### src/rtl/dct4x4_ctrl.sv
// Two-pass 4x4 forward DCT sequencer: drives a shared 4-point butterfly core
// for rows then columns, with a transpose buffer and a valid/ready output port.
module dct4x4_ctrl #(
    parameter int IN_W   = 10,
    parameter int CORE_X = 16,
    parameter int CORE_Y = 24,
    parameter int OUT_W  = 16,
    parameter int SHIFT1 = 1,
    parameter int SHIFT2 = 8
) (
    input  logic                     clk,
    input  logic                     rst,
    input  logic                     in_valid,
    output logic                     in_ready,
    input  logic signed [IN_W-1:0]   in_x0,
    input  logic signed [IN_W-1:0]   in_x1,
    input  logic signed [IN_W-1:0]   in_x2,
    input  logic signed [IN_W-1:0]   in_x3,
    output logic                     core_load,
    output logic signed [CORE_X-1:0] core_x0,
    output logic signed [CORE_X-1:0] core_x1,
    output logic signed [CORE_X-1:0] core_x2,
    output logic signed [CORE_X-1:0] core_x3,
    input  logic signed [CORE_Y-1:0] core_y0,
    input  logic signed [CORE_Y-1:0] core_y1,
    input  logic signed [CORE_Y-1:0] core_y2,
    input  logic signed [CORE_Y-1:0] core_y3,
    output logic                     out_valid,
    input  logic                     out_ready,
    output logic signed [OUT_W-1:0]  out_c0,
    output logic signed [OUT_W-1:0]  out_c1,
    output logic signed [OUT_W-1:0]  out_c2,
    output logic signed [OUT_W-1:0]  out_c3,
    output logic                     out_last
);

    typedef enum logic [2:0] {
        ST_ROW,
        ST_DRAIN1,
        ST_COL,
        ST_DRAIN2,
        ST_OUT
    } state_t;

    state_t                   r_state;
    logic [1:0]               r_cnt;
    logic                     r_in_ready;
    logic                     r_out_valid;

    logic                     r_tag_vld_p0;
    logic                     r_tag_vld_p1;
    logic [1:0]               r_tag_idx_p0;
    logic [1:0]               r_tag_idx_p1;
    logic                     r_tag_pass_p0;
    logic                     r_tag_pass_p1;

    logic signed [CORE_X-1:0] r_t   [4][4];
    logic signed [OUT_W-1:0]  r_res [4][4];

    logic                     w_accept;
    logic                     w_load;
    logic signed [CORE_X-1:0] w_x  [4];
    logic signed [IN_W-1:0]   w_in [4];
    logic signed [CORE_Y-1:0] w_y  [4];

    // Round half up (add 2^(sh-1), floor shift) then saturate to a w-bit signed range.
    function automatic logic signed [CORE_Y:0] f_rnd_clip(
        input logic signed [CORE_Y-1:0] y,
        input int                       sh,
        input int                       w
    );
        logic signed [CORE_Y:0] v_one;
        logic signed [CORE_Y:0] v_ext;
        logic signed [CORE_Y:0] v_max;
        logic signed [CORE_Y:0] v_min;
        v_one = (CORE_Y+1)'(1);
        v_ext = {y[CORE_Y-1], y};
        v_ext = (v_ext + (v_one <<< (sh - 1))) >>> sh;
        v_max = (v_one <<< (w - 1)) - v_one;
        v_min = ~v_max;
        if (v_ext > v_max) begin
            v_ext = v_max;
        end else if (v_ext < v_min) begin
            v_ext = v_min;
        end
        return v_ext;
    endfunction

    assign w_in[0] = in_x0;
    assign w_in[1] = in_x1;
    assign w_in[2] = in_x2;
    assign w_in[3] = in_x3;
    assign w_y[0]  = core_y0;
    assign w_y[1]  = core_y1;
    assign w_y[2]  = core_y2;
    assign w_y[3]  = core_y3;

    assign w_accept = (r_state == ST_ROW) && r_in_ready && in_valid;

    always_comb begin
        w_load = 1'b0;
        for (int i = 0; i < 4; i++) begin
            w_x[i] = '0;
        end
        if (w_accept) begin
            w_load = 1'b1;
            for (int i = 0; i < 4; i++) begin
                w_x[i] = CORE_X'(w_in[i]);
            end
        end else if (r_state == ST_COL) begin
            w_load = 1'b1;
            for (int i = 0; i < 4; i++) begin
                w_x[i] = r_t[i][r_cnt];
            end
        end
    end

    // r_cnt is shared: row index, drain timer, column index, output row index.
    always_ff @(posedge clk or posedge rst) begin
        if (rst) begin
            r_state     <= ST_ROW;
            r_cnt       <= 2'd0;
            r_in_ready  <= 1'b0;
            r_out_valid <= 1'b0;
        end else begin
            case (r_state)
                ST_ROW: begin
                    if (!r_in_ready) begin
                        r_in_ready <= 1'b1;
                    end else if (in_valid) begin
                        r_cnt <= r_cnt + 2'd1;
                        if (r_cnt == 2'd3) begin
                            r_state    <= ST_DRAIN1;
                            r_cnt      <= 2'd0;
                            r_in_ready <= 1'b0;
                        end
                    end
                end
                ST_DRAIN1: begin
                    r_cnt <= r_cnt + 2'd1;
                    if (r_cnt == 2'd1) begin
                        r_state <= ST_COL;
                        r_cnt   <= 2'd0;
                    end
                end
                ST_COL: begin
                    r_cnt <= r_cnt + 2'd1;
                    if (r_cnt == 2'd3) begin
                        r_state <= ST_DRAIN2;
                        r_cnt   <= 2'd0;
                    end
                end
                ST_DRAIN2: begin
                    r_cnt <= r_cnt + 2'd1;
                    if (r_cnt == 2'd1) begin
                        r_state     <= ST_OUT;
                        r_cnt       <= 2'd0;
                        r_out_valid <= 1'b1;
                    end
                end
                ST_OUT: begin
                    if (out_ready) begin
                        r_cnt <= r_cnt + 2'd1;
                        if (r_cnt == 2'd3) begin
                            r_state     <= ST_ROW;
                            r_cnt       <= 2'd0;
                            r_out_valid <= 1'b0;
                            r_in_ready  <= 1'b1;
                        end
                    end
                end
                default: begin
                    r_state     <= ST_ROW;
                    r_cnt       <= 2'd0;
                    r_in_ready  <= 1'b0;
                    r_out_valid <= 1'b0;
                end
            endcase
        end
    end

    // Tag pipeline: p1 marks the cycle in which the core output for that load is valid.
    always_ff @(posedge clk or posedge rst) begin
        if (rst) begin
            r_tag_vld_p0  <= 1'b0;
            r_tag_vld_p1  <= 1'b0;
            r_tag_idx_p0  <= 2'd0;
            r_tag_idx_p1  <= 2'd0;
            r_tag_pass_p0 <= 1'b0;
            r_tag_pass_p1 <= 1'b0;
        end else begin
            r_tag_vld_p0  <= w_load;
            r_tag_idx_p0  <= r_cnt;
            r_tag_pass_p0 <= (r_state == ST_COL);
            r_tag_vld_p1  <= r_tag_vld_p0;
            r_tag_idx_p1  <= r_tag_idx_p0;
            r_tag_pass_p1 <= r_tag_pass_p0;
        end
    end

    // Capture stage: pass 1 fills transpose row r, pass 2 fills result column c.
    always_ff @(posedge clk) begin
        if (r_tag_vld_p1) begin
            for (int i = 0; i < 4; i++) begin
                if (!r_tag_pass_p1) begin
                    r_t[r_tag_idx_p1][i] <= CORE_X'(f_rnd_clip(w_y[i], SHIFT1, CORE_X));
                end else begin
                    r_res[i][r_tag_idx_p1] <= OUT_W'(f_rnd_clip(w_y[i], SHIFT2, OUT_W));
                end
            end
        end
    end

    assign in_ready  = r_in_ready;
    assign core_load = w_load;
    assign core_x0   = w_x[0];
    assign core_x1   = w_x[1];
    assign core_x2   = w_x[2];
    assign core_x3   = w_x[3];
    assign out_valid = r_out_valid;
    assign out_last  = r_out_valid && (r_cnt == 2'd3);
    assign out_c0    = r_out_valid ? r_res[r_cnt][0] : '0;
    assign out_c1    = r_out_valid ? r_res[r_cnt][1] : '0;
    assign out_c2    = r_out_valid ? r_res[r_cnt][2] : '0;
    assign out_c3    = r_out_valid ? r_res[r_cnt][3] : '0;

endmodule

### config.mk
export PLATFORM = sky130hd
export DESIGN_NAME = dct4x4_ctrl
export DESIGN_NICKNAME = d
export VERILOG_FILES = /design/src/rtl/dct4x4_ctrl.sv
export SDC_FILE = /design/constraint.sdc
export NUM_CORES = 1
export LEC_CHECK = 0
export ABC_AREA = 1
export ABC_CLOCK_PERIOD_IN_PS = 7600
export CAP_MARGIN = 40
export CELL_PAD_IN_SITES_DETAIL_PLACEMENT = 0
export CELL_PAD_IN_SITES_GLOBAL_PLACEMENT = 1
export CORE_ASPECT_RATIO = 0.9
export CORE_MARGIN = 2
export CORE_UTILIZATION = 45
export CTS_BUF_LIST = sky130_fd_sc_hd__clkbuf_16
export DETAILED_ROUTE_END_ITERATION = 12
export GPL_ROUTABILITY_DRIVEN = 0
export PLACE_DENSITY_LB_ADDON = 0.25
export SYNTH_ARGS = -nofsm -noshare
export SYNTH_HDL_FRONTEND = slang
export SYNTH_SLANG_ARGS = --single-unit
### constraint.sdc
create_clock -name clk -period 7.6 [get_ports clk]
set_input_delay 0.76 -clock clk [delete_from_list [all_inputs] [get_ports clk]]
set_output_delay 0.76 -clock clk [all_outputs]
set_load 0.05 [all_outputs]
Word-level counts from Yosys, hierarchy flattened. Memories as Yosys holds them, arrays and structs flattened. Cells that the tools add are included.

Logic and storage cells: 155. Input bits: 140. Memories kept: 2. Memory bits (writable): 512. Output and inout port bits: 132. Flip-flop bits (word level): 15.

Memories: r_res (words 4, bits a word 64, read ports 1, clocked after Yosys merged registers in 0, write ports 4, RTL line 58) `logic signed [OUT_W-1:0] r_res [4][4];`; r_t (words 4, bits a word 64, read ports 4, clocked after Yosys merged registers in 0, write ports 1, RTL line 57) `logic signed [CORE_X-1:0] r_t [4][4];`.

Reduce and logical (&&, ||, !) cells: 12. Mux-type cells: 85. Equality and inequality tests: 14. $add $sub $neg: 9. $lt $le $gt $ge: 19. Bitwise gates (word level): 4.

Operators by type and width (count): 16-bit 2-to-1 mux (45); 64-bit 2-to-1 mux (3); 16-bit binary-select mux with 2-bit select (4); 24-bit by 2-bit adder with 25-bit output, second input constant (4); 24-bit by 9-bit adder with 25-bit output, second input constant (4); 24-bit by 16-bit > comparator with 1-bit output, second input constant (4); 24-bit by 16-bit less-than comparator with 1-bit output, second input constant (4); 17-bit by 16-bit > comparator with 1-bit output, second input constant (4); 17-bit by 16-bit less-than comparator with 1-bit output, second input constant (4); 16-bit demux with 2-bit select (1); 3-bit 2-to-1 mux (8); 1-bit 2-to-1 mux (15); 3-bit case mux with 5 select lines (1); 2-bit != test, second input constant (6); 2-bit 2-to-1 mux (5); 2-bit case mux with 4 select lines (1); 8-bit AND reduction (1); 3-bit by 2-bit equality test with 1-bit output, second input constant (2); 3-bit >= comparator, second input constant (2); 2-bit inverter with 3-bit output (2); 1-bit case mux with 3 select lines (2); 3-bit AND reduction (2); 3-bit OR reduction (2); 1-bit logical AND (4); 11 further kinds (13).

Logic depth before layout (Yosys ltp).
Depth after elaboration: 6. Mapped depth: 15. Gate-level depth less buffers: 14.

Worst setup path after synthesis. OpenSTA, ideal clock, no wires.

Kind: reg-to-reg. Start point: register r_tag_idx_p1[0]. End point: memory r_res[0][32] (netlist name) (enable). Data required time: 7035 ps. Path slack: 2173 ps. Stages on the path, launching flop included: 3. Path buffers: 0. Clock period less this slack: 5427 ps. Setup time: 565 ps. Data arrival time: 4862 ps. Path through: dfrtp_1 > inv_1 > nor3_1.

RTL lines: start, declared (RTL line 53) `logic [1:0] r_tag_idx_p1;`; start signal, assigned (RTL line 196) `r_tag_idx_p1 <= r_tag_idx_p0;`; end, declared (RTL line 58).

Worst setup path in the final report.
Start point: register r_cnt[0]. End point: output port out_c2[11].

Word-level cells in the longest chain between the ends: 2.

RTL lines: start, declared (RTL line 46) `logic [1:0] r_cnt;`; start signal, assigned (RTL line 131) `r_cnt <= r_cnt + 2'd1;`; start signal, assigned (RTL line 140) `r_cnt <= r_cnt + 2'd1;`; start signal, assigned (RTL line 147) `r_cnt <= r_cnt + 2'd1;`; memory read 4 x 64 bit; 16-bit 2-to-1 mux (RTL line 224) `assign out_c2 = r_out_valid ? r_res[r_cnt][2] : '0;`; end, declared (RTL line 32) `output logic signed [OUT_W-1:0] out_c2,`.

No other way between the ends.

==> reports/qor.yml <==
floorplan.io_pins: 272
timing.critical_path.fanout_max: 83
finalPower_mw: 9.92
cts_hold_buffers: 0
sequential_cell_area_fraction_in_the_yosys_report_pct: 62.2
cts_resized: 0
yosysWarnings: 0
ys_types: 38
cellPowerDensity_mw_per_mm2: 324
drive_above_1_share_pct: 6.91
postRouteWirelength_mm: 81.2
ys_top_cells_by_area: "edfxtp_1, nand2_1, nor2_1"
synth_async_sr_flop_share_pct: 2.85
syn_area_mm2: 0.0253
syn_nets: 2676
via_per_inst: 5.52
hold_viol: 0
status: "completed"
crit_path_start: "r_cnt[0]$_DFFE_PP0P_"
start_kind: "register"
grt_util_all_layers_pct: 27.6
cts_inserted_buffers: 53
wire_per_inst_um: 22.8
final_min_period_over_clock_period_pct: 64.7
post_synth_inst_count: 2521
final-max-slew-violation-count: 0
synth-edff-count: 512
die_y_um: 229
met3_usage_pct: 6.23
final_antenna_net_count: 0
ff_to_ff_start: "r_cnt[0]$_DFFE_PP0P_"
initial_utilization_pct: 45.5
grt_overflow: 0
dp_hpwl_mm: 58.5
rr_endpoint: "r_cnt[1]$_DFFE_PP0P_"
synth.ff_latch_count: 527
syn_to_layout_area_delta_pct: 20.9
fmax_ghz: 0.203
cts_setup_buffers: 0
rsz0062_at_grt: "no"
worst_pin_slew_ns: 0.940
floorplan.die_area_mm2: 0.0582
most_crowded_layer_gr: "met1"
clkSinkCount: 527
row_count: 82
synth_most_common_cell: "nand2_1"
met1_use_gr_pct: 41.3
clockRootBuffer: "clkbuf_16"
cts_tree: "built"
critPathCaptureType: "output port"
max-vdd-ir-drop_mv: 0.233
finalWorstPathRequiredPeriod_ns: 4.92
fin_tns_setup_ns: 0
total_via_count_in_the_routed_design: 19700
insertion_delay_ns: 0.61
finalNetCount: 2919
synth_top_cells_by_count: "nand2_1, edfxtp_1, nor2_1"
grt_use_met2_pct: 40.6
length_in_cells_of_the_worst_reg_to_reg_path: 7
clock_tree.htree_level_count: 2
netlist.area_leader.share_pct: 60.7
crit_required_ns: 6.84
detail_route.first_pass.iterations: 6
grt_start_max_net_pins: 121
worst_clock_skew_ns: 0.0202
yosys_most_used_dff: "edfxtp_1"
hp-class: "reg2reg"
detailedRoute.firstIterationViolations: 2307
worstSetupPathType: "reg2out"
clk_pin_slew_worst_paths_ns: 0.06
static-leakage-power_nw: 11.2
setup.worst_path.end: "out_c2[11]"
grt_antenna_before_repair: 11
cts.path.max_buffers: 3
r2r_setup_slk_ns: 4.99
syn-mean-instance-area_um2: 10.1
portBuffers: 271
relative_slew_slack_pct: 36.7
drv.max_cap_violation_count: 0
grt_pass1_wl_mm: 119
crit_arrival_ns: 4.16
grt_pass1_vias: 18400
synth_largest_area_cell: "edfxtp_1"
setup_viol_count_final: 0
drcViolationCount: 0
core-area_mm2: 0.0557
die_w_um: 254
layout make-up:
type,count,area (um2)
antenna,2,5.00
tap,756,946
clock buffer,53,1330
timing repair buffer,302,3190
multi-input combinational,1728,8550
fill,4881,25100
inverter,152,578
clock inverter,45,282
sequential,527,15800
metrics by stage:
stage	area [um2]	std cells	utilization (%)	setup WS, ns	hold WS, ns
2_1_floorplan	25300	2521	-	2.17	0.331
3_3_place_gp	28700	3451	51.5	3.12	0.331
3_5_place_dp	29000	3465	52.1	3.39	0.336
4_1_cts	30600	3563	55.0	2.71	0.331
5_1_grt	30600	3563	55.0	2.51	0.353
6_report	30600	3565	55.0	2.68	0.342
sequential cells by signal (all words and copies together) (netlist names), 2 cells and up:
signal,cells
r_state,3
r_tag_idx_p1,2
r_res,256
r_t,256
r_tag_idx_p0,2
r_cnt,2
worst max-delay path: stages (launching register included):
cell and delay [ns]:
dfrtp_4 0.44, buf_4 0.27, buf_16 0.33, buf_4 0.77
nor2_1 0.11, nor2_1 0.10, o21ai_0 0.16, a21oi_1 0.35
clkdlybuf4s50_1 0.88
report_power, final:
part | switching (mW) | internal, mW | leakage (nW)
Sequential | 0.0925 | 3.56 | 4.78
Combinational | 2.75 | 1.08 | 5.56
Clock | 1.10 | 1.34 | 0.859
Total | 3.94 | 5.98 | 11.2
worst min-delay path by stage:
stage / from / endpoint / slack (ns) / depth (start not counted)
after floorplan: r_tag_idx_p0[0]$_DFF_PP0_ / r_tag_idx_p1[0]$_DFF_PP0_ / 0.33 / 0
after global placement: r_tag_idx_p0[1]$_DFF_PP0_ / r_tag_idx_p1[1]$_DFF_PP0_ / 0.33 / 0
after detailed placement: r_tag_idx_p0[0]$_DFF_PP0_ / r_tag_idx_p1[0]$_DFF_PP0_ / 0.34 / 0
after CTS: r_tag_idx_p0[0]$_DFF_PP0_ / r_tag_idx_p1[0]$_DFF_PP0_ / 0.33 / 0
after global routing: r_tag_idx_p0[0]$_DFF_PP0_ / r_tag_idx_p1[0]$_DFF_PP0_ / 0.35 / 0
final: r_tag_idx_p0[0]$_DFF_PP0_ / r_tag_idx_p1[0]$_DFF_PP0_ / 0.34 / 0
cells in the final DEF, fill, tap and decap left out, drive strengths merged:
cell type and instances:
a21oi 170, a221o 28, a31oi 1, a32o 36
a32oi 1, buf 31, bufinv 2, clkbuf 53
clkdlybuf4s50 271, clkinv 19, clkinvlp 1, dfrtp 15
diode 2, edfxtp 512, ha 15, inv 175
nand2 600, nand3 91, nand3b 7, nand4 12
nor2 421, nor3 23, nor3b 1, o21ai 225
o21bai 1, or2 1, xnor2 23, xor2 72
layer usage:
layer	routed length, um	up-vias	share of wire (%)
li1	-	9143	-
met4	1890	14	2.3
met3	8230	118	10
met5	91	-	0.11
met1	35500	9496	44
met2	35400	916	44
cell families after synthesis:
| logic type | Yosys count | share of synthesized area, % |
|---|---|---|
| buf+inv | 266 | 4.27 |
| fa+ha+maj | 15 | 0.741 |
| compound gates | 462 | 10.6 |
| xor+xnor | 95 | 3.28 |
| flops | 527 | 62.2 |
| simple gates | 1156 | 19.0 |
Power figures use the tool's default switching activity.
